File: config.mk
export PLATFORM = sky130hd
export DESIGN_NAME = div_arb_seq_flat
export DESIGN_NICKNAME = d
export VERILOG_FILES = /design/src/rtl/div_arb_seq_if.sv /design/src/rtl/div_arb_seq.sv /design/src/flat_wrapper.sv
export SDC_FILE = /design/constraint.sdc
export NUM_CORES = 1
export LEC_CHECK = 0
export ABC_AREA = 0
export CAP_MARGIN = 40
export CORE_MARGIN = 4
export CORE_UTILIZATION = 45
export CTS_CLUSTER_DIAMETER = 30
export DETAILED_ROUTE_END_ITERATION = 8
export PLACE_DENSITY = 0.72
export SKIP_CTS_REPAIR_TIMING = 1
export SLEW_MARGIN = 40
export SYNTH_ARGS = -nofsm -noshare
export SYNTH_HDL_FRONTEND = slang
export SYNTH_SLANG_ARGS = --single-unit
File: constraint.sdc
create_clock -name clk -period 1.89 [get_ports clk]
set_clock_uncertainty 0.05 [all_clocks]
set_input_delay 0.378 -clock clk [delete_from_list [all_inputs] [get_ports clk]]
set_output_delay 0.378 -clock clk [all_outputs]
set_load 0.01 [all_outputs]
File: src/rtl/div_arb_seq_if.sv
// Bus between the two requesters and the divider sequencer.
// The master side drives requests and operands. The slave side returns grants and results.
interface div_arb_seq_if #(
  parameter int unsigned WIDTH = 4
);
  logic [1:0]       req;
  logic [WIDTH-1:0] dvd0;
  logic [WIDTH-1:0] dvs0;
  logic [WIDTH-1:0] dvd1;
  logic [WIDTH-1:0] dvs1;
  logic [1:0]       grant;
  logic             busy;
  logic             done;
  logic             done_id;
  logic [WIDTH-1:0] q;
  logic [WIDTH-1:0] r;
  logic             dz;

  modport master (
    output req, dvd0, dvs0, dvd1, dvs1,
    input  grant, busy, done, done_id, q, r, dz
  );

  modport slave (
    input  req, dvd0, dvs0, dvd1, dvs1,
    output grant, busy, done, done_id, q, r, dz
  );
endinterface

File: src/rtl/div_arb_seq.sv
// Round-robin two-port arbiter and sequencer for a restoring unsigned divider.
// The divider produces one quotient bit per clock.
module div_arb_seq #(
  parameter int unsigned WIDTH = 4
) (
  input  logic         clk,
  input  logic         rst,
  div_arb_seq_if.slave bus
);
  localparam int unsigned CW = $clog2(WIDTH) + 1;

  typedef enum logic [1:0] {IDLE, RUN, FIN} state_e;

  state_e           state_q, state_d;
  logic [WIDTH:0]   pr_q, pr_d;
  logic [WIDTH-1:0] qs_q, qs_d;
  logic [WIDTH-1:0] dv_q, dv_d;
  logic [CW-1:0]    cnt_q, cnt_d;
  logic             ptr_q, ptr_d;
  logic             id_q, id_d;
  logic [1:0]       grant_q, grant_d;
  logic [WIDTH-1:0] q_q, q_d;
  logic [WIDTH-1:0] r_q, r_d;
  logic             dz_q, dz_d;
  logic             done_id_q, done_id_d;

  logic             win;
  logic [WIDTH-1:0] dvd_sel;
  logic [WIDTH-1:0] dvs_sel;
  logic [WIDTH:0]   trial;
  logic             ge;
  logic [WIDTH:0]   step_pr;
  logic [WIDTH-1:0] step_qs;
  logic             last;

  // On a tie, the requester that was not served last wins. On a single request, that requester wins.
  always_comb begin
    win     = (bus.req == 2'b11) ? ~ptr_q : bus.req[1];
    dvd_sel = win ? bus.dvd1 : bus.dvd0;
    dvs_sel = win ? bus.dvs1 : bus.dvs0;
    trial   = {pr_q[WIDTH-1:0], qs_q[WIDTH-1]};
    ge      = (trial >= {1'b0, dv_q});
    step_pr = ge ? (trial - {1'b0, dv_q}) : trial;
    step_qs = {qs_q[WIDTH-2:0], ge};
    last    = (cnt_q == CW'(WIDTH - 1));
  end

  always_ff @(posedge clk) begin
    if (rst) state_q <= IDLE;
    else     state_q <= state_d;
  end

  always_comb begin
    state_d = state_q;
    unique case (state_q)
      IDLE:    if (|bus.req) state_d = (dvs_sel == '0) ? FIN : RUN;
      RUN:     if (last) state_d = FIN;
      FIN:     state_d = IDLE;
      default: state_d = IDLE;
    endcase
  end

  always_comb begin
    bus.busy = (state_q != IDLE);
    bus.done = (state_q == FIN);
  end

  always_comb begin
    pr_d      = pr_q;
    qs_d      = qs_q;
    dv_d      = dv_q;
    cnt_d     = cnt_q;
    ptr_d     = ptr_q;
    id_d      = id_q;
    grant_d   = '0;
    q_d       = q_q;
    r_d       = r_q;
    dz_d      = dz_q;
    done_id_d = done_id_q;
    if (state_q == IDLE && |bus.req) begin
      qs_d    = dvd_sel;
      dv_d    = dvs_sel;
      pr_d    = '0;
      cnt_d   = '0;
      grant_d = win ? 2'b10 : 2'b01;
      id_d    = win;
      ptr_d   = win;
      // A zero divisor skips RUN, so its results are loaded here, alongside the grant.
      if (dvs_sel == '0) begin
        q_d       = '1;
        r_d       = dvd_sel;
        dz_d      = 1'b1;
        done_id_d = win;
      end
    end else if (state_q == RUN) begin
      pr_d  = step_pr;
      qs_d  = step_qs;
      cnt_d = cnt_q + CW'(1);
      if (last) begin
        q_d       = step_qs;
        r_d       = step_pr[WIDTH-1:0];
        dz_d      = 1'b0;
        done_id_d = id_q;
      end
    end
  end

  always_ff @(posedge clk) begin
    if (rst) begin
      pr_q      <= '0;
      qs_q      <= '0;
      dv_q      <= '0;
      cnt_q     <= '0;
      ptr_q     <= 1'b1;
      id_q      <= 1'b0;
      grant_q   <= '0;
      q_q       <= '0;
      r_q       <= '0;
      dz_q      <= 1'b0;
      done_id_q <= 1'b0;
    end else begin
      pr_q      <= pr_d;
      qs_q      <= qs_d;
      dv_q      <= dv_d;
      cnt_q     <= cnt_d;
      ptr_q     <= ptr_d;
      id_q      <= id_d;
      grant_q   <= grant_d;
      q_q       <= q_d;
      r_q       <= r_d;
      dz_q      <= dz_d;
      done_id_q <= done_id_d;
    end
  end

  assign bus.grant   = grant_q;
  assign bus.q       = q_q;
  assign bus.r       = r_q;
  assign bus.dz      = dz_q;
  assign bus.done_id = done_id_q;
endmodule

File: src/flat_wrapper.sv
// flat-port wrapper written by rule: the top's interface ports become plain ports
module div_arb_seq_flat 
#(
  parameter int unsigned WIDTH = 4
)
  (clk, rst, bus_req, bus_dvd0, bus_dvs0, bus_dvd1, bus_dvs1, bus_grant, bus_busy, bus_done, bus_done_id, bus_q, bus_r, bus_dz);
  div_arb_seq_if #(.WIDTH(WIDTH)) bus_i ();
  input  logic clk;
  input  logic rst;
  input wire logic [$bits(bus_i.req)-1:0] bus_req;
  input wire logic [$bits(bus_i.dvd0)-1:0] bus_dvd0;
  input wire logic [$bits(bus_i.dvs0)-1:0] bus_dvs0;
  input wire logic [$bits(bus_i.dvd1)-1:0] bus_dvd1;
  input wire logic [$bits(bus_i.dvs1)-1:0] bus_dvs1;
  output wire logic [$bits(bus_i.grant)-1:0] bus_grant;
  output wire logic [$bits(bus_i.busy)-1:0] bus_busy;
  output wire logic [$bits(bus_i.done)-1:0] bus_done;
  output wire logic [$bits(bus_i.done_id)-1:0] bus_done_id;
  output wire logic [$bits(bus_i.q)-1:0] bus_q;
  output wire logic [$bits(bus_i.r)-1:0] bus_r;
  output wire logic [$bits(bus_i.dz)-1:0] bus_dz;
  assign bus_i.req = bus_req;
  assign bus_i.dvd0 = bus_dvd0;
  assign bus_i.dvs0 = bus_dvs0;
  assign bus_i.dvd1 = bus_dvd1;
  assign bus_i.dvs1 = bus_dvs1;
  assign bus_grant = bus_i.grant;
  assign bus_busy = bus_i.busy;
  assign bus_done = bus_i.done;
  assign bus_done_id = bus_i.done_id;
  assign bus_q = bus_i.q;
  assign bus_r = bus_i.r;
  assign bus_dz = bus_i.dz;
  div_arb_seq #(.WIDTH(WIDTH)) u_core (.clk(clk), .rst(rst), .bus(bus_i));
endmodule
* After elaboration in Yosys (flattened, before gate mapping)
Cells that the tools add are included.
Word-level totals: register bits 31, input bits 20, output and inout bits 14, logic and storage cells 62
Operators by class: add/subtract/negate cells 2, order comparisons 1, equal/unequal tests 7, muxes and demuxes 27, bitwise gates (word level) 2, reduce and logical (&&, ||, !) cells 11
Operator list (number):
- $mux 4 | 13
- $mux 1 | 9
- $mux 2 | 4
- $ne 2x1->1 const B | 3
- $reduce_bool 2->1 | 3
- $reduce_or 2->1 | 3
- $ge 5x4->1 | 1
- $eq 2x2->1 const B | 2
- $logic_not 4->1 | 1
- $pmux 2 s2 | 1
- $sub 4x4->4 | 1
- $add 3x1->3 const B | 1
- $eq 3x2->1 const B | 1
- $reduce_and 3->1 | 1
- $eq 2x1->1 const B | 1
- $logic_not 2->1 | 1
- $not 1->1 | 2
- $reduce_and 2->1 | 1
- $logic_and 1x1->1 | 1

* Depth between registers and ports, before layout
Gate-level depths: netlist (run 1).
word-level depth 7, gate-level depth with buffers 8, depth with buffers taken out 7

* Least setup slack after synthesis (run 1)
No wires, ideal clock.
path type register to register, start point register u_core.dv_q[1], end point register u_core.r_q[2], in the netlist u_core.bus.r[2], library setup time 116 ps, arrival 1785 ps, required time 1724 ps, path slack -60 ps, cell stages (with the launch flop) 8, buffers on the path 0, period minus slack after synthesis 1950 ps, cell sequence dfxtp_1 inv_1 ha_1 nor2b_1 o31a_1 or4_1 o31a_1 a31o_1
Between the ends: longest elaborated chain between the ends 5, elaborated cells on any way between the ends 6, classes of those cells 1 x add/sub; 1 x order compare; 4 x mux
Ends and longest elaborated chain:
- start, declared | line div_arb_seq.sv:17 | logic [WIDTH-1:0] dv_q, dv_d;
- start signal, assigned | line div_arb_seq.sv:124 | dv_q <= dv_d;
- $sub 4x4->4 or $ge 5x4->1 (tied branches) | line div_arb_seq.sv:43, div_arb_seq.sv:42
- $mux 4 (*) | line div_arb_seq.sv:43 | step_pr = ge ? (trial - {1'b0, dv_q}) : trial;
- $mux 4 (*) | line div_arb_seq.sv:99 | if (last) begin
- $mux 4 (*) | line div_arb_seq.sv:95 | end else if (state_q == RUN) begin
- $mux 4 (*) | line div_arb_seq.sv:80 | if (state_q == IDLE && |bus.req) begin
- end signal, assigned | line div_arb_seq.sv:130 | r_q <= r_d;
- end, declared | line div_arb_seq.sv:23 | logic [WIDTH-1:0] r_q, r_d;
Mark *: on every way between the ends. The rest lies on a longest branch, timed or not. The select of a mux whose other input is x is not followed. A chain may end at the register's enable or synchronous reset.

* Worst setup path in the final report (run 1)
Ends and elaborated chain as after synthesis.

==> results.py, run 1 <==
metrics = {
    "timing": {
        "hold_viol": 0,
        "setup-tns-final_ps": -312.4,
        "final-max-slew-violation-count": 0,
        "max_slew_margin": 0.7333,
        "finalCritPeriodShare": 1.086,
        "tightest_slew_ps": 394.8,
        "rsz0062_at_grt": "true",
        "worst_slack_ps": -163.1,
        "fmax_mhz": 487.1,
        "fin_crit_ps": 2053,
        "setup_viol": 4,
    },
    "critical_path": {
        "critPathKind": "flip-flop to flip-flop",
        "critPathMaxFanout": 7,
        "endpoint_kind": "flip-flop",
        "cp.arrival_ps": 2250,
        "cp-start-kind": "flip-flop",
        "cp_cell_sequence": "inv_2 > ha_4 > nor2b_4 > o31a_1 > or4_1 > o31a_1 > a31o_1",
        "cp.required_ps": 2090,
        "crit_family": "simple AND/OR/NAND/NOR gates",
        "slowest_stage": "or4_1",
        "reg2reg_to": "u_core.bus.r[2]",
        "crit_top_cell": "o31a_1",
        "r2r_cells": 7,
        "worst-path-buf-inv": 1,
        "worst-r2r-setup-slack_ps": -160,
        "cpPeakStageDelay_ps": 550,
        "r2r_start": "u_core.dv_q[1]",
    },
    "power": {
        "power.leakage_nw": 0.9485,
        "cellPowerDensity_nw_per_um2": 991.4,
        "max-vdd-ir-drop_uv": 512.2,
        "totalPowerFinal_mw": 2.307,
    },
    "finish": {
        "layout-drive-gt1-share": 0.2569,
        "layout.nets": 280,
        "fin_cells": 299,
        "fillers": 282,
        "multi_input_area_um2": 969.7,
        "diodes": 0,
        "regArea_um2": 625.6,
        "area_growth_pct": 49.52,
        "final_util": 0.6974,
    },
    "placed_design": {
        "dp.cells": 288,
        "pre_cts_slack_ps": -434.6,
        "dp_hpwl_um": 3398,
        "io_buffers": 33,
        "globalplace.congestion": 0.8498,
    },
    "route": {
        "dr.pass1.iters": 4,
        "antenna_left": 0,
        "wl_per_cell_um": 14.82,
        "post-route-drc-count": 0,
        "viasPerCell": 5.331,
        "drt_iter0_markers": 106,
        "wl_um": 4431,
        "vias": 1594,
    },
    "floorplan": {
        "ios": 34,
        "start_util": 0.4664,
        "rows": 21,
        "core-area_um2": 3337,
        "dieArea_um2": 4464,
        "dieWidth_um": 66.81,
        "fp.dieH_um": 66.81,
    },
    "logic_synthesis": {
        "yosysTopAreaCell": "dfxtp_1",
        "synthDominantCellAreaShare": 0.3987,
        "synth-main-ff-cell": "dfxtp_1",
        "synth_edf_count": 0,
        "ys_top_cells_by_count": "dfxtp_1 (31), nor2_1 (28), nand2_1 (24)",
        "syn_nets": 215,
        "seq_area_frac_synth": 0.3987,
        "ys_ff_latch": 31,
        "synthMostInstantiatedCell": "dfxtp_1",
        "yosysWarnings": 0,
        "avgSynthCellArea_um2": 8.279,
        "synth_area_um2": 1556,
        "synthArstFlopShare": 0,
        "postSynthCellCount": 188,
        "synth_cell_types": 43,
        "synth_area_leaders": "dfxtp_1 (40%), nor2_1 (6.8%), nand2_1 (5.8%)",
    },
    "global_routing": {
        "grt_pass1_vias": 1573,
        "groute.usage.overall": 0.2208,
        "grt_max_degree": 16,
        "antenna_found_initial": 0,
        "grt_pass1_wl_um": 7245,
        "globalRoute.totalOverflow": 0,
    },
    "cts": {
        "cts_tree": "built",
        "cts.sinks": 31,
        "h-tree-depth": 2,
        "clk_pin_slew_ps": 100,
        "clockBufferDepth": 2,
        "numCtsBuffers": 5,
        "cts_root_buf": "clkbuf_4",
        "clkLatencyLatePin_ps": 340,
    },
    "run": {
        "maxCapViolCount": 0,
    },
    "hold_path": {
        "min-delay-start": "u_core.pr_q[3]",
        "min_path_type": "flip-flop to flip-flop",
        "whs_endpoint": "u_core.pr_q[3]",
        "hold_path_depth": 2,
    },
    "status": {
        "violations": "negative setup slack",
        "status": "finished, violations left",
    },
}
-- per-layer routing --
metal / global-route usage / part of all wire / vias to the layer above
li1: - / - / 798
met3: 0.05902 / 0.045 / 9
met4: 0.07360 / 0.016 / 0
met2: 0.3812 / 0.52 / 41
met1: 0.2624 / 0.42 / 746
met5: 0 / 0 / -
-- tightest hold or removal path, delay by kind of cell (launching register included) --
family          cells  cell delay [ps]
compound gates      1               50
simple gates        1               50
flops               1              320
-- cell usage in the layout (no fill, tap or decap), drive strengths merged, types with 4 or more instances in the layout --
cell,instances
buf,34
clkdlybuf4s50,32
dfxtp,31
nor2,28
nand2,24
a21oi,13
nor3,9
inv,7
a311oi,7
clkbuf,6
ha,6
nor2b,5
mux2i,4
a21boi,4
o21ai,4
-- worst max-delay path by stage --
stage | from | to | slack, ps | cells after the start
after floorplan | u_core.dv_q[1] | u_core.bus.r[2] | 20 | 7
after global placement | bus_dvs1[2] | u_core.bus.q[3] | -420 | 8
after detailed placement | bus_dvs1[2] | u_core.bus.q[2] | -430 | 8
after CTS | u_core.dv_q[2] | u_core.bus.r[0] | -190 | 7
after global routing | u_core.dv_q[1] | u_core.bus.r[2] | -220 | 7
final | u_core.dv_q[1] | u_core.bus.r[2] | -160 | 7
-- per-stage QoR --
stage | instance area [um^2] | hold WS, ps
floorplan | 1572 | 386.7
detailed placement | 2138 | 402.2
global route | 2327 | 443.2
global placement | 2138 | 393.8
finish | 2327 | 416.4
CTS | 2195 | 415.9
-- area by class of cell --
cell class,instances,area share
Tap cell,46,0.02473
Clock inverter,1,0.002151
Timing Repair Buffer,67,0.2543
Clock buffer,6,0.02204
Sequential cell,31,0.2688
Inverter,7,0.01129
Multi-Input combinational cell,141,0.4167
-- kinds of logic after synthesis --
group | count (synthesis) | synth area share
XOR/XNOR | 2 | 0.01126
AO/OA/AOI/OAI | 43 | 0.1937
multiplexers | 4 | 0.02572
flip-flops | 31 | 0.3987
adder cells (fa/ha/maj) | 7 | 0.06109
buffers and inverters | 16 | 0.04662
AND/OR/NAND/NOR | 85 | 0.2629
-- registers in the layout, indices dropped and copies added, names as in the netlist --
register            cells
u_core.bus.q            4
u_core.bus.r            4
u_core.dv_q             4
u_core.pr_q             4
u_core.qs_q             4
u_core.cnt_q            3
u_core.bus.grant        2
u_core.state_q          2
u_core.bus.done_id      1
u_core.bus.dz           1
u_core.id_q             1
u_core.ptr_q            1
-- report_power, final --
part / internal, mW / switching, mW
clock: 0.172 / 0.227
combinational: 0.552 / 0.533
sequential: 0.754 / 0.0697
total: 1.48 / 0.830
(Power assumes the default switching activity.)
==> run 2: changes to the inputs <==
- CELL_PAD_IN_SITES_DETAIL_PLACEMENT: unset -> 1
- CELL_PAD_IN_SITES_GLOBAL_PLACEMENT: unset -> 1
- CORE_UTILIZATION: 45 -> 33
==> results.py, run 2 (synthesized netlist as in run 1, its figures left out) <==
metrics = {
    "status": {
        "status": "finished, violations left",
        "violations": "negative setup slack",
    },
    "global_routing": {
        "globalRoute.totalOverflow": 0,
        "antenna_found_initial": 0,
        "grt_pass1_vias": 1817,
        "grt_pass1_wl_um": 8562,
        "groute.usage.overall": 0.1803,
        "grt_max_degree": 15,
    },
    "finish": {
        "mostFrequentLayoutCell": "buf_4",
        "mostFrequentLayoutCells": "buf_4 (33), nor2_1 (26), clkdlybuf4s50_1 (26), dfxtp_1 (26), nand2_1 (23)",
        "regArea_um2": 626.9,
        "fillers": 523,
        "multi_input_area_um2": 987.2,
        "diodes": 0,
        "layout.nets": 282,
        "area_growth_pct": 59.00,
        "fin_cells": 308,
        "layout-drive-gt1-share": 0.2617,
    },
    "critical_path": {
        "worst-r2r-setup-slack_ps": -140,
        "r2r_start": "u_core.dv_q[1]",
        "endpoint_kind": "flip-flop",
        "critPathMaxFanout": 7,
        "cp.arrival_ps": 2170,
        "reg2reg_to": "u_core.bus.r[0]",
        "cp-start-kind": "flip-flop",
        "r2r_cells": 7,
        "crit_end": "u_core.bus.r[0]",
        "crit_start": "u_core.dv_q[1]",
        "critPathKind": "flip-flop to flip-flop",
        "cp.required_ps": 2040,
    },
    "timing": {
        "fmax_mhz": 493.7,
        "final-max-slew-violation-count": 0,
        "setup_viol": 6,
        "finalCritPeriodShare": 1.072,
        "holdWs_ps": 427.5,
        "rsz0062_at_grt": "true",
        "max_slew_margin": 0.6697,
        "fin_crit_ps": 2026,
        "worst_slack_ps": -135.7,
        "hold_viol": 0,
        "setup-tns-final_ps": -491.8,
        "tightest_slew_ps": 488.6,
    },
    "power": {
        "max-vdd-ir-drop_uv": 649.4,
        "cellPowerDensity_nw_per_um2": 1090,
        "power.leakage_nw": 1.052,
    },
    "floorplan": {
        "rows": 24,
        "start_util": 0.3502,
        "dieArea_um2": 5879,
        "core-area_um2": 4444,
        "fp.dieH_um": 76.68,
        "ios": 34,
        "dieWidth_um": 76.68,
    },
    "cts": {
        "h-tree-depth": 2,
        "clkLatencyLatePin_ps": 280,
        "cts_root_buf": "clkbuf_8",
        "cts.sinks": 31,
        "clk_pin_slew_ps": 70,
        "cts_tree": "built",
        "clockBufferDepth": 2,
        "numCtsBuffers": 5,
    },
    "route": {
        "post-route-drc-count": 0,
        "wl_um": 5680,
        "vias": 1681,
        "viasPerCell": 5.458,
        "wl_per_cell_um": 18.44,
        "dr.pass1.iters": 4,
        "drt_iter0_markers": 72,
        "antenna_left": 0,
    },
    "hold_path": {
        "min_path_type": "primary input to flip-flop",
    },
    "placed_design": {
        "dp.cells": 295,
        "io_buffers": 33,
        "pre_cts_slack_ps": -479.4,
        "dp_hpwl_um": 4192,
        "globalplace.congestion": 0.8066,
    },
    "run": {
        "maxCapViolCount": 0,
    },
}
-- run 2: cell types whose count changed in the layout (fill, tap and decap cells not counted), moves of 2 or more --
cell	change
clkbuf_8	+5
dlymetal6s2s_1	+6
clkbuf_4	-5
a21boi_2	-2
clkdlybuf4s50_1	-6
a21boi_4	+2
-- run 2: stage by stage --
step | total power, mW | instance area, um^2 | util
2_1_floorplan | 1.370 | 1572 | -
3_3_place_gp | 1.788 | 2166 | 0.4873
3_5_place_dp | 1.831 | 2166 | 0.4873
4_1_cts | 2.519 | 2283 | 0.5138
5_1_grt | 2.851 | 2475 | 0.5569
6_report | 2.698 | 2475 | 0.5569
-- run 2: where the power goes --
group	switching, mW	internal, mW	total (mW)	leakage (nW)
clock network	0.259	0.426	0.685	0.0612
registers	0.0733	0.755	0.828	0.256
logic	0.581	0.604	1.18	0.735
total	0.913	1.79	2.70	1.05
-- run 2: critical path, cell delays in order (launching register included) --
cell and delay (ps):
dfxtp_2 340, inv_2 50, ha_4 230, nor2b_4 120, o31a_1 330, o21ai_2 180
or3b_4 400, a311oi_2 230
-- run 2: layout make-up --
type                            count  share of cell area
Multi-Input combinational cell    141              0.3989
Timing Repair Buffer               69              0.2634
Sequential cell                    31              0.2533
Clock buffer                        6             0.03337
Tap cell                           52             0.02629
Clock inverter                      2             0.01416
Inverter                            7             0.01062
-- run 2: how the worst min path moves through the flow --
stage	start	end	slack (ps)	cells past startpoint
6_report	bus_dvs1[2]	u_core.dv_q[2]	430	3
5_1_grt	bus_dvs1[2]	u_core.dv_q[2]	450	3
4_1_cts	u_core.id_q	u_core.id_q	420	2
3_5_place_dp	u_core.id_q	u_core.id_q	410	2
3_3_place_gp	u_core.id_q	u_core.id_q	400	2
2_1_floorplan	u_core.pr_q[3]	u_core.pr_q[3]	390	2
-- run 2: per-layer routing --
metal / GRT usage / vias up / part of all wire
met2: 0.3389 / 22 / 0.55
met1: 0.2094 / 847 / 0.42
li1: - / 805 / -
met5: 0 / - / 0
met3: 0.03162 / 7 / 0.019
met4: 0.04348 / 0 / 0.0092
